===== config.mk =====
export PLATFORM = sky130hd
export DESIGN_NAME = exu_mul_ctrl
export DESIGN_NICKNAME = d
export VERILOG_FILES = /design/src/rtl/exu_mul_ctrl.sv
export SDC_FILE = /design/constraint.sdc
export NUM_CORES = 1
export LEC_CHECK = 0
export BUFFER_PORTS_ARGS = -buffer_cell sky130_fd_sc_hd__buf_4
export CORE_ASPECT_RATIO = 0.5
export CORE_MARGIN = 5
export CORE_UTILIZATION = 30
export CTS_CLUSTER_DIAMETER = 150
export DETAILED_ROUTE_END_ITERATION = 12
export SYNTH_ARGS = -nofsm -noshare
export SYNTH_HDL_FRONTEND = slang
export SYNTH_SLANG_ARGS = --single-unit

===== constraint.sdc =====
create_clock -name clk -period 3.3 [get_ports clk]
set_clock_uncertainty 0.15 [all_clocks]
set_input_delay 0.33 -clock clk [delete_from_list [all_inputs] [get_ports clk]]
set_output_delay 0.33 -clock clk [all_outputs]
set_load 0.05 [all_outputs]

===== src/rtl/exu_mul_ctrl.sv =====
`timescale 1ns/1ps
`default_nettype none
// ============================================================================
// Module   : exu_mul_ctrl
// Purpose  : Issue/writeback controller in front of the Booth multiplier,
//            with zero-operand and last-result reuse fast paths.
// Revision : 1.0 - initial release
// ============================================================================
module exu_mul_ctrl #(
    parameter int XLEN           = 32,
    parameter int RAW            = 5,
    parameter bit ZERO_BYPASS_EN = 1'b1,
    parameter bit CACHE_EN       = 1'b1
) (
    input  logic            clk,
    input  logic            rst,
    input  logic            flush_i,
    input  logic            req_valid_i,
    output logic            req_ready_o,
    input  logic [2:0]      req_funct3_i,
    input  logic [XLEN-1:0] req_rs1_i,
    input  logic [XLEN-1:0] req_rs2_i,
    input  logic [RAW-1:0]  req_rd_i,
    output logic            mul_start_o,
    output logic [3:0]      mul_op_o,
    output logic [XLEN-1:0] mul_multiplicand_o,
    output logic [XLEN-1:0] mul_multiplier_o,
    output logic [RAW-1:0]  mul_reg_waddr_o,
    input  logic [XLEN-1:0] mul_result_i,
    input  logic            mul_ready_i,
    output logic            wb_valid_o,
    input  logic            wb_ready_i,
    output logic [XLEN-1:0] wb_data_o,
    output logic [RAW-1:0]  wb_rd_o,
    output logic            busy_o
);

    typedef enum logic [1:0] {
        S_IDLE = 2'd0,
        S_WAIT = 2'd1,
        S_RESP = 2'd2
    } state_t;

    state_t          r_state;
    state_t          w_next_state;

    logic [3:0]      r_op;
    logic [XLEN-1:0] r_rs1;
    logic [XLEN-1:0] r_rs2;
    logic [RAW-1:0]  r_rd;
    logic [XLEN-1:0] r_result;

    logic            r_cache_valid;
    logic [3:0]      r_cache_op;
    logic [XLEN-1:0] r_cache_rs1;
    logic [XLEN-1:0] r_cache_rs2;
    logic [XLEN-1:0] r_cache_result;

    logic [3:0]      w_op_dec;
    logic            w_accept;
    logic            w_zero_hit;
    logic            w_cache_hit;
    logic            w_fast_hit;
    logic [XLEN-1:0] w_fast_result;
    logic            w_mul_done;
    logic            w_unused_funct3;

    // Issue never sends funct3[2]=1 to this unit.
    assign w_unused_funct3 = req_funct3_i[2];
    assign w_op_dec        = 4'b0001 << req_funct3_i[1:0];

    assign w_zero_hit    = ZERO_BYPASS_EN && ((req_rs1_i == '0) || (req_rs2_i == '0));
    assign w_cache_hit   = CACHE_EN && r_cache_valid && (r_cache_op == w_op_dec) &&
                           (r_cache_rs1 == req_rs1_i) && (r_cache_rs2 == req_rs2_i);
    assign w_fast_hit    = w_zero_hit || w_cache_hit;
    assign w_fast_result = w_zero_hit ? '0 : r_cache_result;

    assign w_accept   = req_valid_i && req_ready_o;
    assign w_mul_done = (r_state == S_WAIT) && mul_ready_i && !flush_i;

    always_comb begin
        w_next_state = r_state;
        req_ready_o  = 1'b0;
        mul_start_o  = 1'b0;
        case (r_state)
            S_IDLE: begin
                req_ready_o = !flush_i;
                if (req_valid_i && !flush_i) begin
                    w_next_state = w_fast_hit ? S_RESP : S_WAIT;
                end
            end
            S_WAIT: begin
                // Start drops with the done pulse so the multiplier never re-arms.
                mul_start_o = !mul_ready_i && !flush_i;
                if (flush_i) begin
                    w_next_state = S_IDLE;
                end else if (mul_ready_i) begin
                    w_next_state = S_RESP;
                end
            end
            S_RESP: begin
                if (flush_i || wb_ready_i) begin
                    w_next_state = S_IDLE;
                end
            end
            default: w_next_state = S_IDLE;
        endcase
    end

    always_ff @(posedge clk) begin
        if (rst) begin
            r_state        <= S_IDLE;
            r_op           <= '0;
            r_rs1          <= '0;
            r_rs2          <= '0;
            r_rd           <= '0;
            r_result       <= '0;
            r_cache_valid  <= 1'b0;
            r_cache_op     <= '0;
            r_cache_rs1    <= '0;
            r_cache_rs2    <= '0;
            r_cache_result <= '0;
        end else begin
            r_state <= w_next_state;
            if (w_accept) begin
                r_op  <= w_op_dec;
                r_rs1 <= req_rs1_i;
                r_rs2 <= req_rs2_i;
                r_rd  <= req_rd_i;
                if (w_fast_hit) begin
                    r_result <= w_fast_result;
                end
            end
            // Flushed results never reach the cache.
            if (w_mul_done) begin
                r_result <= mul_result_i;
                if (CACHE_EN) begin
                    r_cache_valid  <= 1'b1;
                    r_cache_op     <= r_op;
                    r_cache_rs1    <= r_rs1;
                    r_cache_rs2    <= r_rs2;
                    r_cache_result <= mul_result_i;
                end
            end
        end
    end

    assign mul_op_o           = r_op;
    assign mul_multiplicand_o = r_rs1;
    assign mul_multiplier_o   = r_rs2;
    assign mul_reg_waddr_o    = r_rd;
    assign wb_valid_o         = (r_state == S_RESP);
    assign wb_data_o          = r_result;
    assign wb_rd_o            = r_rd;
    assign busy_o             = (r_state != S_IDLE);

endmodule
`default_nettype wire


# Word-level counts from Yosys, hierarchy flattened
# Cells that the tools add are included.
# W data, S select, Z words.
[word_totals]
wordCells = 53
ramBits = 0
in_bits = 110
register_bits = 208
romBits = 0
latch_bits = 0
output_inout_bits = 114
mem_count = 0
[classes]
magnitude_cmp = 0
n_div = 0
n_mux = 12
n_eq_ne = 8
mul = 0
addsub = 0
reduce_logical = 21
bitwise = 0
shifts = 1
[ops]
columns = ["operator", "count"]
rows = [
  ["$mux W32", 4],
  ["$eq A32 B32 Y1", 2],
  ["$logic_not A32 Y1", 2],
  ["$mux W2", 5],
  ["$logic_and A1 B1 Y1", 8],
  ["$pmux W2 S3", 1],
  ["$reduce_bool A2 Y1", 3],
  ["$eq A4 B4 Y1", 1],
  ["$shl A1 B2 Y4 const A", 1],
  ["$logic_or A1 B1 Y1", 3],
  ["$ne A3 B3 Y1 const B", 1],
  ["$reduce_and A3 Y1", 1],
  ["$eq A2 B1 Y1 const B", 1],
  ["$eq A2 B2 Y1 const B", 1],
  ["$logic_not A1 Y1", 2],
  ["$logic_not A2 Y1", 1],
  ["$mux W1", 2],
  ["$ne A2 B1 Y1 const B", 1],
  ["$ne A2 B2 Y1 const B", 1],
  ["$reduce_and A2 Y1", 1],
]

# Logic depth before layout (Yosys ltp)
# Gate-level depths: netlist of the first run.
[logic_depth]
word_depth = 9
mapped_depth = 8
ltp_nobuf = 6

# Worst setup path before layout of the first run
# Ideal clock, no wire load.
[synth_path]
path_kind = "reg-to-reg"
from = "reg r_state[0]"
to = "reg r_result[10] (netlist: wb_data_o[10])"
t_arrival_ps = 2769
synth_period_minus_slack_ps = 3041
path_buffers = 1
path_stages_with_launch = 7
setup_time_ps = 121
t_required_ps = 3029
path_slack_ps = 259
cell_sequence = "dfxtp_1 nor3_1 nand2_1 nor4_2 a21oi_2 buf_6 mux2_4"
[synth_between]
elab_chain_cells = 5
elab_cells_between_ends = 10
cone_classes = "eq/ne (1); mux (2); reduce/logical (7)"
[synth_lines]
columns = ["item", "line", "rtl"]
rows = [
  ["from (decl)", "44", "state_t r_state;"],
  ["from (signal assigned)", "124", "r_state <= w_next_state;"],
  ["$logic_not A2 Y1", "85", "case (r_state)"],
  ["$mux W1", "85", ""],
  ["via req_ready_o", "19", "output logic req_ready_o,"],
  ["$logic_and A1 B1 Y1", "78", "assign w_accept = req_valid_i && req_ready_o;"],
  ["$reduce_bool A2 Y1 (no line)", "n/a", ""],
  ["$reduce_and A2 Y1 (no line)", "n/a", ""],
  ["to (signal assigned)", "131", "r_result <= w_fast_result;"],
  ["to (signal assigned)", "136", "r_result <= mul_result_i;"],
  ["to (decl)", "51", "logic [XLEN-1:0] r_result;"],
]
# The timed path passes the listed nets, and every way through them passes these cells.
# A chain may end at the register's enable or synchronous reset.

# Final worst setup path of the first run
[layout_path]
from = "in req_rs2_i[9]"
to = "reg r_result[6] (netlist: wb_data_o[6])"
[layout_between]
elab_chain_cells = 6
elab_cells_between_ends = 11
cone_classes = "eq/ne (1); mux (4); reduce/logical (6)"
[layout_lines]
columns = ["item", "line", "rtl"]
rows = [
  ["from (decl)", "22", "input logic [XLEN-1:0] req_rs2_i,"],
  ["$logic_not A32 Y1", "72", "assign w_zero_hit = ZERO_BYPASS_EN && ((req_rs1_i == '0) || (req_rs2_i == '0));"],
  ["$logic_or A1 B1 Y1", "72", ""],
  ["$mux W32", "76", "assign w_fast_result = w_zero_hit ? '0 : r_cache_result;"],
  ["$mux W32", "130", "if (w_fast_hit) begin"],
  ["$mux W32", "125", "if (w_accept) begin"],
  ["$mux W32", "135", "if (w_mul_done) begin"],
]
# Parallel ways exist; a longest one is shown, timed or not. The select of a mux whose other input is x is not followed.

==> results of run 1 <==
## final timing paths
check | from | endpoint | slack [ns]
setup / recovery | req_rs2_i[9] | wb_data_o[6]$_SDFFE_PP0P_ | 0.29
setup reg to reg | r_cache_rs2[9]$_SDFFE_PP0P_ | wb_data_o[6]$_SDFFE_PP0P_ | 0.43
hold / removal | mul_ready_i | r_state[0]$_SDFFE_PP0P_ | 0.05
hold reg to reg | r_cache_result[18]$_SDFFE_PP0P_ | r_cache_result[18]$_SDFFE_PP0P_ | 0.30
## power by group through the flow
stage / Clock (mW) / Combinational (mW) / Sequential, mW
2_1_floorplan: 0 / 0.209 / 2.79
3_3_place_gp: 0 / 0.635 / 2.66
3_5_place_dp: 0 / 0.642 / 2.66
4_1_cts: 2.81 / 0.746 / 2.60
5_1_grt: 2.94 / 0.788 / 2.61
6_report: 2.75 / 0.747 / 2.60
## cells in the final DEF (no fill, tap or decap), drive strengths merged, types with 3 or more instances in the layout
cell and count:
xor2 53, clkbuf 26, a21oi 207, nand3 35
clkinv 7, inv 5, dlygate4sd3 106, nand4 7
mux2 32, a211oi 3, nor4 30, nand2 345
nor2 7, xnor2 5, nor3 4, nor2b 36
buf 234, bufinv 5, dfxtp 208
## worst register-to-register path, stage by stage, from the launching register on
cell and delay, ns:
dfxtp_1 0.33, xnor2_1 0.32, nand4_1 0.21, or4_1 0.48, nor4_2 0.38, a21oi_4 0.11
buf_4 0.33, mux2_4 0.43
## cell type report
type / count / area share [%]
clock inverter: 13 / 1.63
sequential: 208 / 33.2
antenna: 1 / 0.0200
tap: 391 / 3.90
timing repair buffer: 340 / 22.7
inverter: 5 / 0.150
clock buffer: 26 / 4.75
multi-input combinational: 785 / 33.6
## synth_stat cells (2+ instances only)
| cell type | number |
|---|---|
| xnor2_1 | 5 |
| mux2_1 | 3 |
| buf_6 | 3 |
| o22ai_1 | 2 |
| xor2_1 | 53 |
| nand3b_1 | 2 |
| a21oi_1 | 206 |
| nor3_1 | 4 |
| nor2_1 | 7 |
| inv_1 | 5 |
| buf_4 | 5 |
| nand3_1 | 35 |
| nand2_1 | 345 |
| nor4_1 | 29 |
| dfxtp_1 | 208 |
| buf_1 | 5 |
| clkbuf_1 | 66 |
| a211oi_1 | 3 |
| mux2_4 | 29 |
| nand4_1 | 7 |
| nor2b_1 | 36 |
## state kept, by name, indices dropped and copies added, names as in the netlist
register,count
r_state,2
mul_op_o,4
r_cache_rs2,32
mul_multiplier_o,32
mul_multiplicand_o,32
r_cache_op,4
wb_data_o,32
r_cache_rs1,32
mul_reg_waddr_o,5
r_cache_valid,1
r_cache_result,32
## metal layers
| metal | routed length (um) | track usage, % | vias to the layer above | share of wire, % |
|---|---|---|---|---|
| met3 | 1420 | 3.48 | 67 | 4.8 |
| met4 | 1160 | 6.06 | 0 | 3.9 |
| met5 | 0 | 0 | - | 0 |
| met1 | 12300 | 20.2 | 4040 | 41 |
| met2 | 14900 | 30.7 | 225 | 50 |
| li1 | - | - | 4154 | - |
## what timing repair did
item                                   in CTS  in global routing
hold buffers                              106                  0
endpoints found under the hold margin     105                  0
buffers inserted                            0                  0
## logic make-up (layout without fill, tap and decap cells)
group,after synthesis,count (layout)
flip-flops,208,208
multiplexers,32,32
other,0,1
AO/OA/AOI/OAI,220,220
AND/OR/NAND/NOR,475,475
buffers and inverters,85,384
XOR/XNOR,58,58
==> metrics.md, run 1 <==
| Metric | Value |
|---|---|
| Final critical-path share of the clock period | `91.2%` |
| Highest Clock Rate | `0.332 GHz` |
| Drt total wl | `29.7 mm` |
| Post-Synthesis Cell Area | `8710 um^2` |
| Xor/xnor cell area share of the yosys netlist | `under 10%` |
| Multiplexer area fraction after synthesis | `5.39%` |
| Non-filler cells, final | `about 1800` |
| Cell mode on critical path | `buf_4` |
| Leakage power of the design | `5.00 nW` |
| Rows | `44` |
| Die area | `32800 um^2` |
| Standard cell area after detailed placement | `~11000 um^2` |
| Count of buffers inserted at the top-level ports | `222` |
| Die Wd | `251 um` |
| Residual DRC | `0` |
| Share of post-route cells with drive strength above 1 | `between 20 and 25%` |
| Worst path slowest cell | `dlygate4sd3_1` |
| Initial drt markers | `553` |
| Biggest fanout along the worst timing path | `33` |
| Placed Cells incl. Taps | `1623` |
| Combinational fraction of design power | `12.2%` |
| Area grow syn2layout | `43.9%` |
| Required time worst endpoint | `3.54 ns` |
| Clock tree from TritonCTS | `built` |
| Worst Hold Class | `in2reg` |
| Clock network fraction of total power | `between 40% and 50%` |
| Arrival time of data at the critical path endpoint | `roughly 3.3 ns` |
| Cell-by-cell trace of the critical path | `dlygate4sd3_1 > buf_4 > xnor2_1 > nand4_1 > or4_1 > nor4_2 > a21oi_4 > buf_4 > mux2_4` |
| CTS resizes | `0` |
| Number of cells produced by synthesis | `1078` |
| Number of CTS-inserted buffers | `22` |
| Number of setup violations in the final report | `0` |
| Most common flop cell mapped by yosys | `dfxtp_1` |
| Register area share after synthesis | `47.8%` |
| Count of max-cap constraint violations | `0` |
| Net count after synthesis | `1188` |
| Setup TNS | `0 ns` |
| Clock insertion delay at the later pin of the skew report | `between 0.5 and 0.6 ns` |
| Number of nets in the layout | `1472` |
| Worst R2R Path Depth | `7` |
| Wire length per cell after detailed routing | `16.8 um` |
| Complex-gate fraction of the synthesized area | `13.1%` |
| Final hold viol count | `0` |
| FF+latch count, synth | `208` |
| GPL Wtd Cong | `~0.83` |
| Async set-or-reset flop fraction in the synthesized netlist | `0%` |
| Vias per inst | `roughly 4.8` |
| Die extent in y | `131 um` |
| Worst Slack Setup Final | `roughly 0.29 ns` |
| Total overflow reported by the global router | `0` |
| Count of buffer and inverter cells on the critical path | `3` |
| Maximum number of pins on one net before global-route repair | `just under 100` |
| Proportion of power drawn by flip-flops and latches | `42.6%` |
| Clock Pin Slew Worst Setup and Hold Paths | `0.06 ns` |
| Crit path time final | `3.01 ns` |
| Net Sw Power | `1.56 mW` |
| Hpwl dp | `20.0 mm` |
| Critical Setup Path Class | `in2reg` |
| Post-synth EDFFs | `0` |
| Number of ports placed on the die boundary | `about 220` |
| Filler cell count | `2772` |
| H-tree lvl count | `1` |
| Antenna viol nets, final | `0` |
| Mean instance size in the synthesized netlist | `8.08 um^2` |
| Leading cell types by total area after synthesis | `dfxtp_1 48%, nand2_1 15%, a21oi_1 12%, xor2_1 5.3%, mux2_4 5.0%` |
| Utilization after layout | `43.5%` |
| Largest voltage drop on the vdd net | `between 0.2 and 0.3 mV` |
| Number of unique standard cell types used by synthesis | `about 40` |
| Largest family of logic cells by synthesized area | `simple AND/OR/NAND/NOR gates` |
| Number of detailed-routing iterations run before antenna repair | `6` |
| Via count of the first global-routing pass | `8200` |
| RSZ-0062 raised after global routing | `false` |
| Number of pins exceeding their max-slew limit in the final report | `0` |
| Total stage count of the critical path | `9` |
| Slew at the pin closest to its max-slew limit | `0.744 ns` |
| Area taken by flip-flops and latches | `4160 um^2` |
| Internal power of the cells | `4.54 mW` |
| Post-synthesis simple-gate area fraction | `23.7%` |
| Post-placement worst setup slack | `0.370 ns` |
| Status | `completed` |
| Starting Density | `between 30% and 40%` |
| CP peak stage delay | `0.54 ns` |
| Area of the multi-input gates | `around 4200 um^2` |
| Initial antenna violation count | `0` |
| Biggest area consumer among synthesized cells | `dfxtp_1` |
| Final worst hold slack | `0.0508 ns` |
| Overall power after layout | `approximately 6.1 mW` |
| Share of the synthesized area in the top cell type | `47.8%` |
| Clk buf depth | `3` |
| Finished layout cell area | `12500 um^2` |
| Wire length of the first global-routing pass | `44.9 mm` |
| Worst Setup Start Kind | `primary input` |
| Adder and majority gate portion of the synthesized area | `0%` |
| Warnings from Yosys | `0` |
| Global-route total usage across every layer | `16.9%` |
| Switching part of the total | `25.6%` |
| Power density over the cells | `487 nW/um^2` |
| Number of sinks driven by the clock tree | `approximately 210` |
| WHS Path Cells | `3` |
| Relative max-transition margin | `50.4%` |
| Total vias in the final route | `8486` |
| Root Buffer | `clkbuf_16` |
| Placeable core region | `28800 um^2` |
| Endpoint kind of the worst setup timing path | `register` |
| Family with the most delay on the worst path | `simple AND/OR/NAND/NOR gates` |
Note: power is estimated with default switching activity, not from simulation.
==> inputs of run 2 (changes only) <==
--- a/config.mk
+++ b/config.mk
@@ -11,6 +11,7 @@
 export CORE_UTILIZATION = 30
 export CTS_CLUSTER_DIAMETER = 150
 export DETAILED_ROUTE_END_ITERATION = 12
+export PLACE_DENSITY = 0.55
 export SYNTH_ARGS = -nofsm -noshare
 export SYNTH_HDL_FRONTEND = slang
 export SYNTH_SLANG_ARGS = --single-unit
==> metrics.md, run 2 (synthesis gave the netlist of run 1 again) <==
| Metric | Value |
|---|---|
| Status | `completed` |
| Hpwl dp | `a little under 20 mm` |
| Root Buffer | `clkbuf_16` |
| Maximum number of pins on one net before global-route repair | `98` |
| Power density over the cells | `475 nW/um^2` |
| Clock insertion delay at the later pin of the skew report | `0.53 ns` |
| Initial antenna violation count | `0` |
| Crit path time final | `2.95 ns` |
| Slew at the pin closest to its max-slew limit | `0.759 ns` |
| Via count of the first global-routing pass | `between 8000 and 9000` |
| Number of sinks driven by the clock tree | `208` |
| Initial drt markers | `492` |
| Placeable core region | `28800 um^2` |
| Area grow syn2layout | `44.2%` |
| Endpoint kind of the worst setup timing path | `register` |
| Residual DRC | `0` |
| Clk buf depth | `3` |
| Antenna viol nets, final | `0` |
| Setup bufs post-CTS | `0` |
| Setup TNS | `0 ns` |
| Most frequent cells in the layout | `344 x nand2_1, 231 x buf_4, 208 x dfxtp_1, 206 x a21oi_1, 106 x dlygate4sd3_1` |
| Final worst hold slack | `about 0.051 ns` |
| Biggest fanout along the worst timing path | `25` |
| Die area | `32800 um^2` |
| Clock Pin Slew Worst Setup and Hold Paths | `0.06 ns` |
| Count of max-cap constraint violations | `0` |
| Count of buffers inserted at the top-level ports | `222` |
| Final critical-path share of the clock period | `89.3%` |
| Vias per inst | `roughly 4.8` |
| Clock tree from TritonCTS | `built` |
| Number of ports placed on the die boundary | `224` |
| Number of nets in the layout | `1474` |
| Starting Density | `30.3%` |
| Required time worst endpoint | `3.55 ns` |
| Number of detailed-routing iterations run before antenna repair | `7` |
| Die extent in y | `131 um` |
| Worst Setup Start Kind | `primary input` |
| Drt total wl | `29.4 mm` |
| GPL Wtd Cong | `approximately 0.84` |
| Standard cell area after detailed placement | `10700 um^2` |
| Total vias in the final route | `8472` |
| Total overflow reported by the global router | `0` |
| Wire length of the first global-routing pass | `between 40 and 50 mm` |
| Number of CTS-inserted buffers | `22` |
| H-tree lvl count | `1` |
| Most common library cell in the layout ignoring fill and taps | `nand2_1` |
| Relative max-transition margin | `49.4%` |
| Global-route total usage across every layer | `between 15 and 20%` |
| Number of setup violations in the final report | `0` |
| Die Wd | `approximately 250 um` |
| Largest voltage drop on the vdd net | `0.283 mV` |
| Worst Hold Class | `in2reg` |
| RSZ-0062 raised after global routing | `false` |
| Highest Clock Rate | `approximately 0.34 GHz` |
| Finished layout cell area | `12600 um^2` |
| Final hold viol count | `0` |
| Share of post-route cells with drive strength above 1 | `22.7%` |
| Leakage power of the design | `5.01 nW` |
| Critical Setup Path Class | `in2reg` |
| Arrival time of data at the critical path endpoint | `between 3 and 4 ns` |
| Number of pins exceeding their max-slew limit in the final report | `0` |
| Wire length per cell after detailed routing | `16.6 um` |
| Rows | `44` |
[run 2: metal layers]
layer | GRT usage [%] | routed length [um]
met4 | 6.09 | 1050
met1 | 20.7 | 12200
met5 | 0 | 0
met3 | 3.03 | 1200
met2 | 30.9 | 14900
[run 2: report_power, final]
| group | leakage [nW] | switching (mW) | internal [mW] |
|---|---|---|---|
| Clock | 0.385 | 1.09 | 1.52 |
| Sequential | 1.68 | 0.0395 | 2.56 |
| Combinational | 2.94 | 0.449 | 0.299 |
[run 2: timing repair]
| item | CTS | global route |
|---|---|---|
| endpoints found under the setup margin | 0 | 3 |
| hold endpoints to repair | 105 | 0 |
| hold buffers | 106 | 0 |
| resized for setup | 0 | 1 |
[run 2: path summary, 6_finish.rpt]
kind	slack, ns	from	to	cells after the start
worst max-delay path	0.35	req_rs2_i[29]	wb_data_o[1]$_SDFFE_PP0P_	9
worst max register to register	0.51	r_cache_rs2[3]$_SDFFE_PP0P_	wb_data_o[1]$_SDFFE_PP0P_	7
worst min register to register	0.31	r_cache_result[29]$_SDFFE_PP0P_	r_cache_result[29]$_SDFFE_PP0P_	2
worst min-delay path	0.05	mul_ready_i	r_state[0]$_SDFFE_PP0P_	3
[run 2: final cells by class]
| class | count | area (um^2) |
|---|---|---|
| antenna | 1 | 2.50 |
| sequential | 208 | 4160 |
| inverter | 5 | 18.8 |
| clock buffer | 32 | 678 |
| fill | 2831 | 16200 |
| clock inverter | 8 | 104 |
| multi-input combinational | 785 | 4220 |
| tap | 391 | 489 |
| timing repair buffer | 342 | 2890 |
[run 2: stage by stage]
step | setup WS, ns | utilization (%) | power, mW | std cells
6_report | 0.353 | 43.6 | 5.96 | 1772
3_5_place_dp | 0.132 | 37.2 | 3.30 | 1625
4_1_cts | 0.0920 | 43.6 | 6.05 | 1771
5_1_grt | 0.285 | 43.6 | 6.20 | 1771
3_3_place_gp | 0.147 | 37.2 | 3.29 | 1625
2_1_floorplan | 0.259 | - | 3.00 | 1078
[run 2: worst max-delay path: stages]
cell	delay, ns
dlygate4sd3_1	0.53
buf_4	0.15
xor2_1	0.16
nor4_1	0.55
nand4_1	0.29
nor3_2	0.35
a21oi_4	0.24
buf_12	0.26
mux2_1	0.32
==> inputs of run 3 (changes only) <==
==> constraint.sdc (replaced) <==
create_clock -name clk -period 3.1 [get_ports clk]
set_clock_uncertainty 0.15 [all_clocks]
set_input_delay 0.31 -clock clk [delete_from_list [all_inputs] [get_ports clk]]
set_output_delay 0.31 -clock clk [all_outputs]
set_load 0.05 [all_outputs]
==> metrics.md, run 3 (synthesis gave the netlist of run 1 again) <==
| Metric | Value |
|---|---|
| Status | `completed` |
| H-tree lvl count | `1` |
| Antenna viol nets, final | `0` |
| Clock network fraction of total power | `between 40% and 50%` |
| Biggest fanout along the worst timing path | `33` |
| Count of max-cap constraint violations | `0` |
| Final critical-path share of the clock period | `94.3%` |
| Post-placement worst setup slack | `0.273 ns` |
| Number of detailed-routing iterations run before antenna repair | `6` |
| Finished layout cell area | `12600 um^2` |
| Area taken by flip-flops and latches | `4160 um^2` |
| Total vias in the final route | `8465` |
| Endpoint kind of the worst setup timing path | `register` |
| Area of the multi-input gates | `4220 um^2` |
| Number of nets in the layout | `1473` |
| Hpwl dp | `19.3 mm` |
| Proportion of power drawn by flip-flops and latches | `43.1%` |
| Setup bufs post-CTS | `0` |
| Worst Hold Class | `in2reg` |
| Wire length of the first global-routing pass | `45.2 mm` |
| Initial antenna violation count | `0` |
| Largest voltage drop on the vdd net | `0.271 mV` |
| Cell-by-cell trace of the critical path | `dlygate4sd3_1 > buf_4 > xor2_1 > nor4_1 > nand4_1 > nor3_1 > a21oi_4 > buf_12 > mux2_1` |
| Placeable core region | `approximately 29000 um^2` |
| Combinational fraction of design power | `12.5%` |
| Power density over the cells | `510 nW/um^2` |
| Highest Clock Rate | `around 0.34 GHz` |
| Drt total wl | `29.4 mm` |
| Count of buffers inserted at the top-level ports | `around 220` |
| GPL Wtd Cong | `0.850` |
| Placed Cells incl. Taps | `about 1600` |
| Switching part of the total | `26.0%` |
| Number of CTS-inserted buffers | `22` |
| Total overflow reported by the global router | `0` |
| Standard cell area after detailed placement | `about 11000 um^2` |
| Relative max-transition margin | `45.0%` |
| Filler cell count | `2791` |
| Required time worst endpoint | `3.35 ns` |
| Wire length per cell after detailed routing | `16.6 um` |
| Starting Density | `30.3%` |
| Clock Pin Slew Worst Setup and Hold Paths | `0.07 ns` |
| Number of ports placed on the die boundary | `around 220` |
| CP peak stage delay | `0.57 ns` |
| Arrival time of data at the critical path endpoint | `between 3 and 4 ns` |
| Clock insertion delay at the later pin of the skew report | `0.53 ns` |
| Share of post-route cells with drive strength above 1 | `22.5%` |
| Clock tree from TritonCTS | `built` |
| Clk buf depth | `3` |
| Maximum number of pins on one net before global-route repair | `114` |
| Initial drt markers | `~630` |
| Final hold viol count | `0` |
| Internal power of the cells | `4.75 mW` |
| Number of sinks driven by the clock tree | `208` |
| Net Sw Power | `1.67 mW` |
| Overall power after layout | `6.42 mW` |
| Die area | `32800 um^2` |
| Area grow syn2layout | `44.4%` |
| Slew at the pin closest to its max-slew limit | `0.825 ns` |
| Die extent in y | `131 um` |
| Rows | `44` |
| Non-filler cells, final | `1771` |
| Worst Setup Start Kind | `primary input` |
| Number of pins exceeding their max-slew limit in the final report | `0` |
| Number of setup violations in the final report | `0` |
| Residual DRC | `0` |
| Die Wd | `251 um` |
| Critical Setup Path Class | `in2reg` |
| Hold_buf cts | `106` |
| RSZ-0062 raised after global routing | `false` |
| Worst Slack Setup Final | `0.176 ns` |
| Setup TNS | `0 ns` |
| Global-route total usage across every layer | `approximately 17%` |
| Via count of the first global-routing pass | `8176` |
| Leakage power of the design | `around 5.0 nW` |
| Root Buffer | `clkbuf_16` |
| Vias per inst | `between 4 and 5` |
| CTS resizes | `0` |
| Crit path time final | `2.92 ns` |
| Most frequent cells in the layout | `344 x nand2_1, 228 x buf_4, 208 x dfxtp_1, 206 x a21oi_1, 106 x dlygate4sd3_1` |
| Most common library cell in the layout ignoring fill and taps | `nand2_1` |
| Worst path slowest cell | `nor4_1` |
[run 3: layout make-up]
type | count | area share [%]
clock buffers | 29 | 5.06
inverters | 5 | 0.149
repair buffers | 341 | 23.1
clock inverters | 10 | 1.15
flip-flops and latches | 208 | 33.1
multi-input cells | 785 | 33.5
diodes | 2 | 0.0398
well taps | 391 | 3.89
[run 3: power by group through the flow]
stage / combinational (mW) / clock, mW / sequential [mW]
after global routing: 0.846 / 3.04 / 2.77
after floorplan: 0.223 / 0 / 2.97
after detailed placement: 0.688 / 0 / 2.83
after CTS: 0.798 / 2.93 / 2.77
final: 0.799 / 2.85 / 2.77
after global placement: 0.683 / 0 / 2.83
[run 3: critical path: cells and delay by family]
kind	cells	cell delay, ns
compound gates	1	0.12
buf+inv	3	0.91
simple gates	3	1.29
mux	1	0.34
xor+xnor	1	0.15
[run 3: per-layer routing]
| metal | part of all wire (%) | vias to the layer above | GRT usage, % |
|---|---|---|---|
| li1 | - | 4156 | - |
| met1 | 42 | 4041 | 21.0 |
| met2 | 50 | 201 | 30.6 |
| met3 | 4.2 | 67 | 3.01 |
| met4 | 3.5 | 0 | 5.87 |
| met5 | 0 | - | 0 |
[run 3: path summary, 6_finish.rpt]
check | startpoint | endpoint | slack, ns | cells after the start
min | req_valid_i | mul_multiplier_o[1]$_SDFFE_PP0P_ | 0.02 | 4
max reg2reg | r_cache_rs2[3]$_SDFFE_PP0P_ | wb_data_o[1]$_SDFFE_PP0P_ | 0.35 | 7
max | req_rs2_i[29] | wb_data_o[1]$_SDFFE_PP0P_ | 0.18 | 9
min reg2reg | r_cache_result[21]$_SDFFE_PP0P_ | r_cache_result[21]$_SDFFE_PP0P_ | 0.31 | 2
[run 3: per-stage QoR]
step	hold slack [ns]	utilization, %
after floorplan	0.286	-
after global placement	0.292	37.3
after detailed placement	0.298	37.3
after CTS	0.00829	43.7
after global routing	0.0213	43.7
final	0.0231	43.7
